File: src/rtl/wb_arbiter_pkg.sv
// Shared definitions for the write-back arbiter.
//   MAIN_IDX  : requester index of the main pipeline (coprocessors follow it)
//   RD_W      : register index width
//   DATA_W    : write data width
//   idx_width : ceil(log2(n)), never less than 1, used to size WB_SRC and the
//               round-robin pointer
package wb_arbiter_pkg;

    localparam int MAIN_IDX = 0;
    localparam int RD_W     = 5;
    localparam int DATA_W   = 32;

    function automatic int idx_width(input int n);
        int w;
        w = 1;
        while ((1 << w) < n) begin
            w = w + 1;
        end
        return w;
    endfunction

endpackage

File: src/rtl/wb_arbiter_rr.sv
// Combinational round-robin picker.
// Ports:
//   req       : per-requester request vector
//   ptr       : index where the upward scan starts (wraps N-1 -> 0)
//   en        : when low no grant is issued
//   grant     : one-hot grant, or zero
//   grant_idx : index of the granted requester (0 when nothing granted)
module rr_arbiter
    import wb_arbiter_pkg::*;
#(
    parameter int N = 2
) (
    input  logic [N-1:0]              req,
    input  logic [idx_width(N)-1:0]   ptr,
    input  logic                      en,
    output logic [N-1:0]              grant,
    output logic [idx_width(N)-1:0]   grant_idx
);

    localparam int W = idx_width(N);

    logic         found;
    logic [W-1:0] idx;

    function automatic logic [W-1:0] slot(input logic [W-1:0] base, input int offset);
        int s;
        s = (int'(base) + offset) % N;
        return W'(s);
    endfunction

    always_comb begin
        grant     = '0;
        grant_idx = '0;
        found     = 1'b0;
        idx       = '0;
        for (int k = 0; k < N; k++) begin
            idx = slot(ptr, k);
            if (en && !found && req[idx]) begin
                found      = 1'b1;
                grant[idx] = 1'b1;
                grant_idx  = idx;
            end
        end
    end

endmodule

File: src/rtl/wb_arbiter.sv
// Write-back arbiter: merges register-file write requests from the main
// pipeline (index 0) and COP_NUMS coprocessors into one registered write
// beat, granting round-robin with a one-entry output slot.
// Ports:
//   CLK, RST (async, active-low), FLUSH (sync, active-high)
//   REQ_VALID/REQ_RD/REQ_DATA : per-requester requests, packed slices
//   REQ_READY                 : per-requester accept (one-hot or zero)
//   WB_VALID/WB_RD/WB_DATA    : pending register-file write beat
//   WB_SRC                    : requester that produced the pending beat
//   WB_READY                  : register file takes the pending beat
module wb_arbiter
    import wb_arbiter_pkg::*;
#(
    parameter int COP_NUMS = 1,
    parameter int PNUMS    = COP_NUMS + 1
) (
    input  logic                          CLK,
    input  logic                          RST,
    input  logic                          FLUSH,
    input  logic [PNUMS-1:0]              REQ_VALID,
    input  logic [RD_W*PNUMS-1:0]         REQ_RD,
    input  logic [DATA_W*PNUMS-1:0]       REQ_DATA,
    output logic [PNUMS-1:0]              REQ_READY,
    output logic                          WB_VALID,
    output logic [RD_W-1:0]               WB_RD,
    output logic [DATA_W-1:0]             WB_DATA,
    output logic [idx_width(PNUMS)-1:0]   WB_SRC,
    input  logic                          WB_READY
);

    localparam int SRC_W = idx_width(PNUMS);

    logic [SRC_W-1:0]  ptr;
    logic [SRC_W-1:0]  ptr_next;
    logic [SRC_W-1:0]  grant_idx;
    logic [PNUMS-1:0]  grant;
    logic              slot_free;
    logic              arb_en;
    logic              xfer;
    logic [RD_W-1:0]   sel_rd;
    logic [DATA_W-1:0] sel_data;
    logic [RD_W-1:0]   rd_slot   [PNUMS];
    logic [DATA_W-1:0] data_slot [PNUMS];

    for (genvar i = 0; i < PNUMS; i++) begin : g_unpack
        assign rd_slot[i]   = REQ_RD[RD_W*i +: RD_W];
        assign data_slot[i] = REQ_DATA[DATA_W*i +: DATA_W];
    end

    // The slot is free when empty or being drained this cycle; RST gates the
    // grant so REQ_READY stays low throughout reset.
    assign slot_free = !WB_VALID || WB_READY;
    assign arb_en    = RST && slot_free && !FLUSH;

    rr_arbiter #(
        .N(PNUMS)
    ) u_rr (
        .req       (REQ_VALID),
        .ptr       (ptr),
        .en        (arb_en),
        .grant     (grant),
        .grant_idx (grant_idx)
    );

    assign REQ_READY = grant;
    assign xfer      = |grant;
    assign sel_rd    = rd_slot[grant_idx];
    assign sel_data  = data_slot[grant_idx];

    always_comb begin
        ptr_next = grant_idx + SRC_W'(1);
        if (int'(grant_idx) == PNUMS - 1) begin
            ptr_next = '0;
        end
    end

    // Output beat register: a grant always coincides with a free slot, so a
    // new transfer replaces (drains) whatever was pending. Writes to r0 are
    // accepted and dropped, leaving the slot empty.
    always_ff @(posedge CLK or negedge RST) begin
        if (!RST) begin
            WB_VALID <= 1'b0;
            WB_RD    <= '0;
            WB_DATA  <= '0;
            WB_SRC   <= '0;
            ptr      <= SRC_W'(MAIN_IDX);
        end else if (FLUSH) begin
            WB_VALID <= 1'b0;
            WB_RD    <= '0;
            WB_DATA  <= '0;
            WB_SRC   <= '0;
            ptr      <= SRC_W'(MAIN_IDX);
        end else if (xfer) begin
            ptr      <= ptr_next;
            WB_VALID <= (sel_rd != '0);
            if (sel_rd != '0) begin
                WB_RD   <= sel_rd;
                WB_DATA <= sel_data;
                WB_SRC  <= grant_idx;
            end
        end else if (WB_READY) begin
            WB_VALID <= 1'b0;
        end
    end

endmodule

File: config.mk
export PLATFORM = sky130hd
export DESIGN_NAME = wb_arbiter
export DESIGN_NICKNAME = d
export VERILOG_FILES = /design/src/rtl/wb_arbiter_pkg.sv /design/src/rtl/wb_arbiter_rr.sv /design/src/rtl/wb_arbiter.sv
export SDC_FILE = /design/constraint.sdc
export NUM_CORES = 1
export LEC_CHECK = 0
export CORE_AREA = 2 2 73 75
export CTS_CLUSTER_SIZE = 28
export DETAILED_ROUTE_END_ITERATION = 10
export DIE_AREA = 0 0 75 77
export PLACE_DENSITY_LB_ADDON = 0.08
export SLEW_MARGIN = 30
export SYNTH_ARGS = -nofsm -noshare
export SYNTH_HDL_FRONTEND = slang
export SYNTH_SLANG_ARGS = --single-unit
File: constraint.sdc
create_clock -name CLK -period 2.6 [get_ports CLK]
set_clock_uncertainty 0.1 [all_clocks]
set_input_delay 0.39 -clock CLK [delete_from_list [all_inputs] [get_ports CLK]]
set_output_delay 0.39 -clock CLK [all_outputs]
set_load 0.02 [all_outputs]
## Word-level counts from Yosys, hierarchy flattened

Cells that the tools add are included.
W data, S select, Z words.

- Bits in registers: 40
- Input bits: 80
- Output and inout bits: 41
- Logic and storage cells: 65

- Add/sub/neg operators: 2
- Order comparisons: 5
- Multiplexer cells: 34
- Bitwise logic cells: 2
- Reduce and logical (&&, ||, !) cells: 17

Operators with widths:

| kind | number |
|---|---|
| $mux W32 | 6 |
| $mux W5 | 6 |
| $mux W1 | 18 |
| $logic_and A1 B1 Y1 | 7 |
| $reduce_bool A5 Y1 | 1 |
| $lt A1 B2 Y1 const B | 2 |
| $mux W2 | 2 |
| $reduce_bool A2 Y1 | 2 |
| $logic_not A1 Y1 | 3 |
| $reduce_bool A3 Y1 | 1 |
| $add A1 B1 Y1 const B | 2 |
| $demux W1 S1 | 2 |
| $ge A1 B1 Y1 const B | 2 |
| $ge A2 B2 Y1 const B | 1 |
| $not A1 Y2 | 1 |
| $or A2 B2 Y2 | 1 |
| $reduce_and A2 Y1 | 1 |
| $reduce_or A2 Y1 | 1 |
| $logic_or A1 B1 Y1 | 1 |

## Depth between registers and ports, before layout

- Depth after elaboration: 18
- Depth in mapped cells: 6
- Mapped depth without buffers: 5

## Cells and area by module

Synthesis repeated with hierarchy kept, for this count alone.

- Cells, all modules: 233
- Area total of the unflattened synthesis: 2429.8 µm²

Modules (own cells, without submodules):

| module | instances | cells an instance | area each (µm²) | sequential area each (µm²) |
|---|---|---|---|---|
| wb_arbiter | 1 | 227 | 2403.6 | 1001.0 |
| rr_arbiter | 1 | 6 | 26.3 | 0.0 |

## Worst setup path after synthesis

OpenSTA, ideal clock, no wires.

- Path kind: input-to-reg
- Start: input port REQ_RD[7]
- End: register WB_DATA[10]
- Setup time: 0.126 ns
- Data arrival time: 1.623 ns
- Path slack: 0.751 ns
- Stages on the path: 5
- Buffers on the path: 1
- Cells stage by stage: or2_1 or4_4 buf_6 and3_1 a221o_1

- Cells in the longest elaborated chain, start to end: 6

RTL lines:

| item | line | source |
|---|---|---|
| from (decl) | wb_arbiter.sv:21 | `input logic [RD_W*PNUMS-1:0] REQ_RD,` |
| $mux W5 (not written as such) (3 in series) | wb_arbiter.sv:67 | `assign sel_rd = rd_slot[grant_idx];` |
| $reduce_bool A5 Y1 | wb_arbiter.sv:96 | `if (sel_rd != '0) begin` |
| $reduce_bool A2 Y1 (no line) | - |  |
| $reduce_and A2 Y1 (no line) | - |  |
| to (signal assigned) | wb_arbiter.sv:98 | `WB_DATA <= sel_data;` |
| to (decl) | wb_arbiter.sv:26 | `output logic [DATA_W-1:0] WB_DATA,` |

No other way between the ends. The select of a mux whose other input is x is not followed.
A chain may end at the register's enable or synchronous reset.

## Worst setup path in the final report

- Start: input port FLUSH
- End: output port REQ_READY[0]

- Cells in the longest elaborated chain, start to end: 8
- Elaborated cells on any way between the ends: 10
- Classes of those cells: mux: 3; bitwise: 1; reduce/logical: 6

RTL lines:

| item | line | source |
|---|---|---|
| from (decl) | wb_arbiter.sv:19 | `input logic FLUSH,` |
| $logic_not A1 Y1 * | wb_arbiter.sv:53 | `assign arb_en = RST && slot_free && !FLUSH;` |
| $logic_and A1 B1 Y1 * | wb_arbiter.sv:53 |  |
| $logic_and A1 B1 Y1 | wb_arbiter_rr.sv:38 | `if (en && !found && req[idx]) begin` |
| $mux W1 | wb_arbiter_rr.sv:38 |  |
| $logic_not A1 Y1 | wb_arbiter_rr.sv:38 |  |
| $logic_and A1 B1 Y1 (2 in series) | wb_arbiter_rr.sv:38 |  |
| $mux W2 * | wb_arbiter_rr.sv:38 |  |
| to (decl) | wb_arbiter.sv:23 | `output logic [PNUMS-1:0] REQ_READY,` |

Every way passes the cells marked *; elsewhere a longest branch is shown, timed or not.

==> report_table.html <==
<table>
<tr><th>Metric</th><th>Value</th></tr>
<tr><th colspan="2">Outcome</th></tr>
<tr><td>Outcome</td><td>completed</td></tr>
<tr><th colspan="2">Floorplanning</th></tr>
<tr><td>Die area</td><td>0.00578 mm2</td></tr>
<tr><td>Initial core utilization</td><td>38.3%</td></tr>
<tr><td>Total core area</td><td>0.00498 mm2</td></tr>
<tr><td>Core Rows</td><td>26</td></tr>
<tr><td>Die span in y</td><td>77 um</td></tr>
<tr><td>DIE WIDTH</td><td>75 um</td></tr>
<tr><td>Number of placed I/O pins</td><td>121</td></tr>
<tr><th colspan="2">Timing</th></tr>
<tr><td>Slew margin rel.</td><td>65.7%</td></tr>
<tr><td>Slew at the pin closest to its max-slew limit</td><td>0.514 ns</td></tr>
<tr><td>Fin worst setup slack</td><td>0.177 ns</td></tr>
<tr><td>Number of setup violations in the final report</td><td>0</td></tr>
<tr><td>Post-route fraction of the period consumed by the critical path</td><td>93.2%</td></tr>
<tr><td>Highest clock frequency the design can meet</td><td>0.413 GHz</td></tr>
<tr><td>Number of max-slew violations in the final report</td><td>0</td></tr>
<tr><td>Fin crit period</td><td>2.42 ns</td></tr>
<tr><td>Fin Setup TNS</td><td>0 ns</td></tr>
<tr><td>Hold Fails Final Rpt</td><td>0</td></tr>
<tr><td>Unrepaired setup endpoints after global routing</td><td>no</td></tr>
<tr><th colspan="2">Detailed routing</th></tr>
<tr><td>DR WL met2</td><td>2760 um</td></tr>
<tr><td>Final ANT Viol Nets</td><td>0</td></tr>
<tr><td>Met1 layer wirelength in the final routing</td><td>2500 um</td></tr>
<tr><td>Average vias per placed instance</td><td>5.25</td></tr>
<tr><td>Via count of the routed design</td><td>1807</td></tr>
<tr><td># DRC</td><td>0</td></tr>
<tr><td>Initial DRT Pass Iterations</td><td>4</td></tr>
<tr><td>Detailed-route wire length</td><td>5750 um</td></tr>
<tr><td>Iteration-0 DRC count of the detailed router</td><td>145</td></tr>
<tr><td>Routed len/inst</td><td>16.7 um</td></tr>
<tr><td>Highest metal layer used by the detailed router</td><td>met4</td></tr>
<tr><td>Met3 Routed Length</td><td>437 um</td></tr>
<tr><th colspan="2">Logic synthesis</th></tr>
<tr><td>Number of warning messages in the yosys log</td><td>0</td></tr>
<tr><td>Total nets after synthesis</td><td>232</td></tr>
<tr><td>Mapped Cells</td><td>152</td></tr>
<tr><td>Sequential cell area fraction in the yosys report</td><td>52.5%</td></tr>
<tr><td>Synth async-reset ratio</td><td>100%</td></tr>
<tr><td>Area of the mapped netlist</td><td>0.00191 mm2</td></tr>
<tr><td>Number of library cell types mapped by synthesis</td><td>26</td></tr>
<tr><td>Number of enable-type register cells in the synthesized netlist</td><td>0</td></tr>
<tr><td>Flops &amp; latches, synth</td><td>40</td></tr>
<tr><td>Most frequently used flop master after synthesis</td><td>sky130_fd_sc_hd__dfrtp_1</td></tr>
<tr><td>Avg Synthesized Cell Area</td><td>12.6 um2</td></tr>
<tr><th colspan="2">Power</th></tr>
<tr><td>Proportion of power drawn by combinational gates</td><td>26.1%</td></tr>
<tr><td>Total internal power</td><td>0.00121 W</td></tr>
<tr><td>Portion of total power attributed to sequential cells</td><td>43.1%</td></tr>
<tr><td>Ratio of total power to cell area</td><td>496 mW/mm2</td></tr>
<tr><td>Power share of the clock group</td><td>30.8%</td></tr>
<tr><td>Largest vdd supply drop</td><td>0.000229 V</td></tr>
<tr><td>Switching Fraction</td><td>25.7%</td></tr>
<tr><td>Standby leakage power</td><td>1.51 nW</td></tr>
<tr><td>Power dissipated by switching net loads</td><td>0.000418 W</td></tr>
<tr><th colspan="2">Layout</th></tr>
<tr><td>Antenna cells</td><td>0</td></tr>
<tr><td>Area growth from synthesis to layout</td><td>71.6%</td></tr>
<tr><td>Commonest cells after routing, fill and taps aside</td><td>119 x sky130_fd_sc_hd__clkdlybuf4s50_1, 40 x sky130_fd_sc_hd__dfrtp_1, 32 x sky130_fd_sc_hd__a221o_1</td></tr>
<tr><td>Number of nets in the final layout</td><td>353</td></tr>
<tr><td>Final Util</td><td>65.8%</td></tr>
<tr><td>Commonest non-fill, non-tap cell in the layout</td><td>sky130_fd_sc_hd__clkdlybuf4s50_1</td></tr>
<tr><td>Fill cell count</td><td>433</td></tr>
<tr><td>Storage cell area</td><td>0.00100 mm2</td></tr>
<tr><td>Layout cells sized above 1</td><td>9.85%</td></tr>
<tr><td>Total area of multi-input combinational cells</td><td>797 um2</td></tr>
<tr><th colspan="2">Placement</th></tr>
<tr><td>HPWL after detailed placement</td><td>4010 um</td></tr>
<tr><td>I/O Buffers</td><td>120</td></tr>
<tr><td>Worst-case setup slack after placement</td><td>0.181 ns</td></tr>
<tr><td>GPL Wtd Cong</td><td>0.766</td></tr>
<tr><th colspan="2">Clocking</th></tr>
<tr><td>Worst-skew pair later-pin latency</td><td>0.28 ns</td></tr>
<tr><td>Number of gates resized after CTS</td><td>0</td></tr>
<tr><td>Number of buffers between clock root and the deepest sink</td><td>2</td></tr>
<tr><td>Number of buffers added by the clock tree synthesis step</td><td>5</td></tr>
<tr><td>CTS H-tree lvls</td><td>2</td></tr>
<tr><td>CTS hold repair buffers</td><td>0</td></tr>
<tr><td>Post-CTS clock slew at the launch and capture registers of the worst setup and hold paths</td><td>0.08 ns</td></tr>
<tr><td>TritonCTS clock tree</td><td>yes</td></tr>
<tr><td>Cell chosen for the clock root</td><td>sky130_fd_sc_hd__clkbuf_8</td></tr>
<tr><td>Clock sinks</td><td>40</td></tr>
<tr><td>Total setup buffers inserted after CTS</td><td>0</td></tr>
<tr><th colspan="2">Hold path</th></tr>
<tr><td>Worst hold path class</td><td>in2async</td></tr>
<tr><th colspan="2">GRT</th></tr>
<tr><td>Grt ovf</td><td>0</td></tr>
<tr><td>Vias in the first global route</td><td>1941</td></tr>
<tr><td>Pin count of the biggest net entering global routing</td><td>41</td></tr>
<tr><td>Global-route wire length before repair</td><td>9330 um</td></tr>
<tr><td>GRT Total Usage</td><td>20.5%</td></tr>
<tr><td>Initial antenna violation count</td><td>0</td></tr>
<tr><th colspan="2">Setup path</th></tr>
<tr><td>Arrival @ worst endpoint</td><td>1.93 ns</td></tr>
<tr><td>Maximum fanout along the worst path</td><td>4</td></tr>
<tr><td>Worst setup path end</td><td>REQ_READY[0]</td></tr>
<tr><td>Critical setup path kind</td><td>in2out</td></tr>
<tr><td>Critical R2R Capture</td><td>WB_DATA[26]</td></tr>
<tr><td>Kind of capture point of the worst setup path</td><td>output pin</td></tr>
<tr><td>Data required time of the worst path</td><td>2.11 ns</td></tr>
<tr><td>Startpoint of the worst register-to-register path</td><td>WB_VALID</td></tr>
<tr><td>Worst R2R Setup Slack</td><td>0.69 ns</td></tr>
<tr><td>Critical path startpoint category</td><td>input port</td></tr>
<tr><td>Critical path startpoint</td><td>FLUSH</td></tr>
<tr><td>R2r worst-path depth</td><td>6</td></tr>
<tr><th colspan="2">Flow run</th></tr>
<tr><td>Number of max-cap violations</td><td>0</td></tr>
</table>
Yosys cell counts, types with 2 or more instances:
library cell	count	area, um2
sky130_fd_sc_hd__and3_2	3	22.5
sky130_fd_sc_hd__nand2_1	6	22.5
sky130_fd_sc_hd__buf_6	6	67.6
sky130_fd_sc_hd__and3_1	29	181
sky130_fd_sc_hd__buf_2	4	20.0
sky130_fd_sc_hd__or4_4	2	22.5
sky130_fd_sc_hd__inv_1	3	11.3
sky130_fd_sc_hd__a221o_1	32	320
sky130_fd_sc_hd__dfrtp_1	40	1000
sky130_fd_sc_hd__clkbuf_1	2	7.51
sky130_fd_sc_hd__mux2i_1	10	100
power by group through the flow:
stage                     Clock (W)  Combinational [W]  Sequential [W]
after floorplan                   0           0.000102        0.000772
after global placement            0           0.000422        0.000712
after detailed placement          0           0.000427        0.000711
after CTS                  0.000512           0.000428        0.000701
after global routing       0.000541           0.000452        0.000707
final                      0.000499           0.000424        0.000700
flip-flops by register name (all words and copies together) (netlist names):
name	flops
ptr	1
WB_DATA	32
WB_SRC	1
WB_VALID	1
WB_RD	5
stage by stage:
stage | power [W] | cells | hold slack [ns] | instance area [um2]
2_1_floorplan | 0.000875 | 152 | -0.00559 | 1910
3_3_place_gp | 0.00113 | 336 | 0.387 | 3170
3_5_place_dp | 0.00114 | 336 | 0.393 | 3170
4_1_cts | 0.00164 | 344 | 0.0885 | 3270
5_1_grt | 0.00170 | 344 | 0.113 | 3270
6_report | 0.00162 | 344 | 0.0623 | 3270
how the worst min path moves through the flow:
stage / end / cells after the start
final: WB_RD[1] / 2
after global routing: WB_RD[1] / 2
after CTS: WB_RD[1] / 2
after detailed placement: WB_SRC / 1
after global placement: WB_SRC / 1
after floorplan: WB_DATA[0] / 0
worst max-delay path: stages:
cell and delay (ns):
sky130_fd_sc_hd__clkdlybuf4s50_1 0.47, sky130_fd_sc_hd__nor2b_2 0.19, sky130_fd_sc_hd__nand4_1 0.16, sky130_fd_sc_hd__inv_1 0.12, sky130_fd_sc_hd__clkdlybuf4s50_1 0.60
logic make-up after synthesis:
| group | Yosys count | synth area share [%] |
|---|---|---|
| and+or+nand+nor | 49 | 16.2 |
| AOI/OAI and AO/OA | 37 | 20.3 |
| DFF | 40 | 52.5 |
| buffers and inverters | 16 | 5.77 |
| muxes | 10 | 5.25 |
area by class of cell:
cell class,instances,share of cell area [%]
Inverter,4,0.459
Clock buffer,6,2.22
Multi-Input combinational cell,96,24.3
Timing Repair Buffer,126,38.7
Clock inverter,2,1.07
Tap cell,70,2.67
Sequential cell,40,30.6
routing by layer:
| metal | vias up | track usage [%] |
|---|---|---|
| li1 | 846 | - |
| met3 | 4 | 5.39 |
| met5 | - | 0 |
| met2 | 74 | 33.2 |
| met1 | 883 | 27.7 |
| met4 | 0 | 3.39 |
No activity file was read; power rests on OpenSTA's default activity.
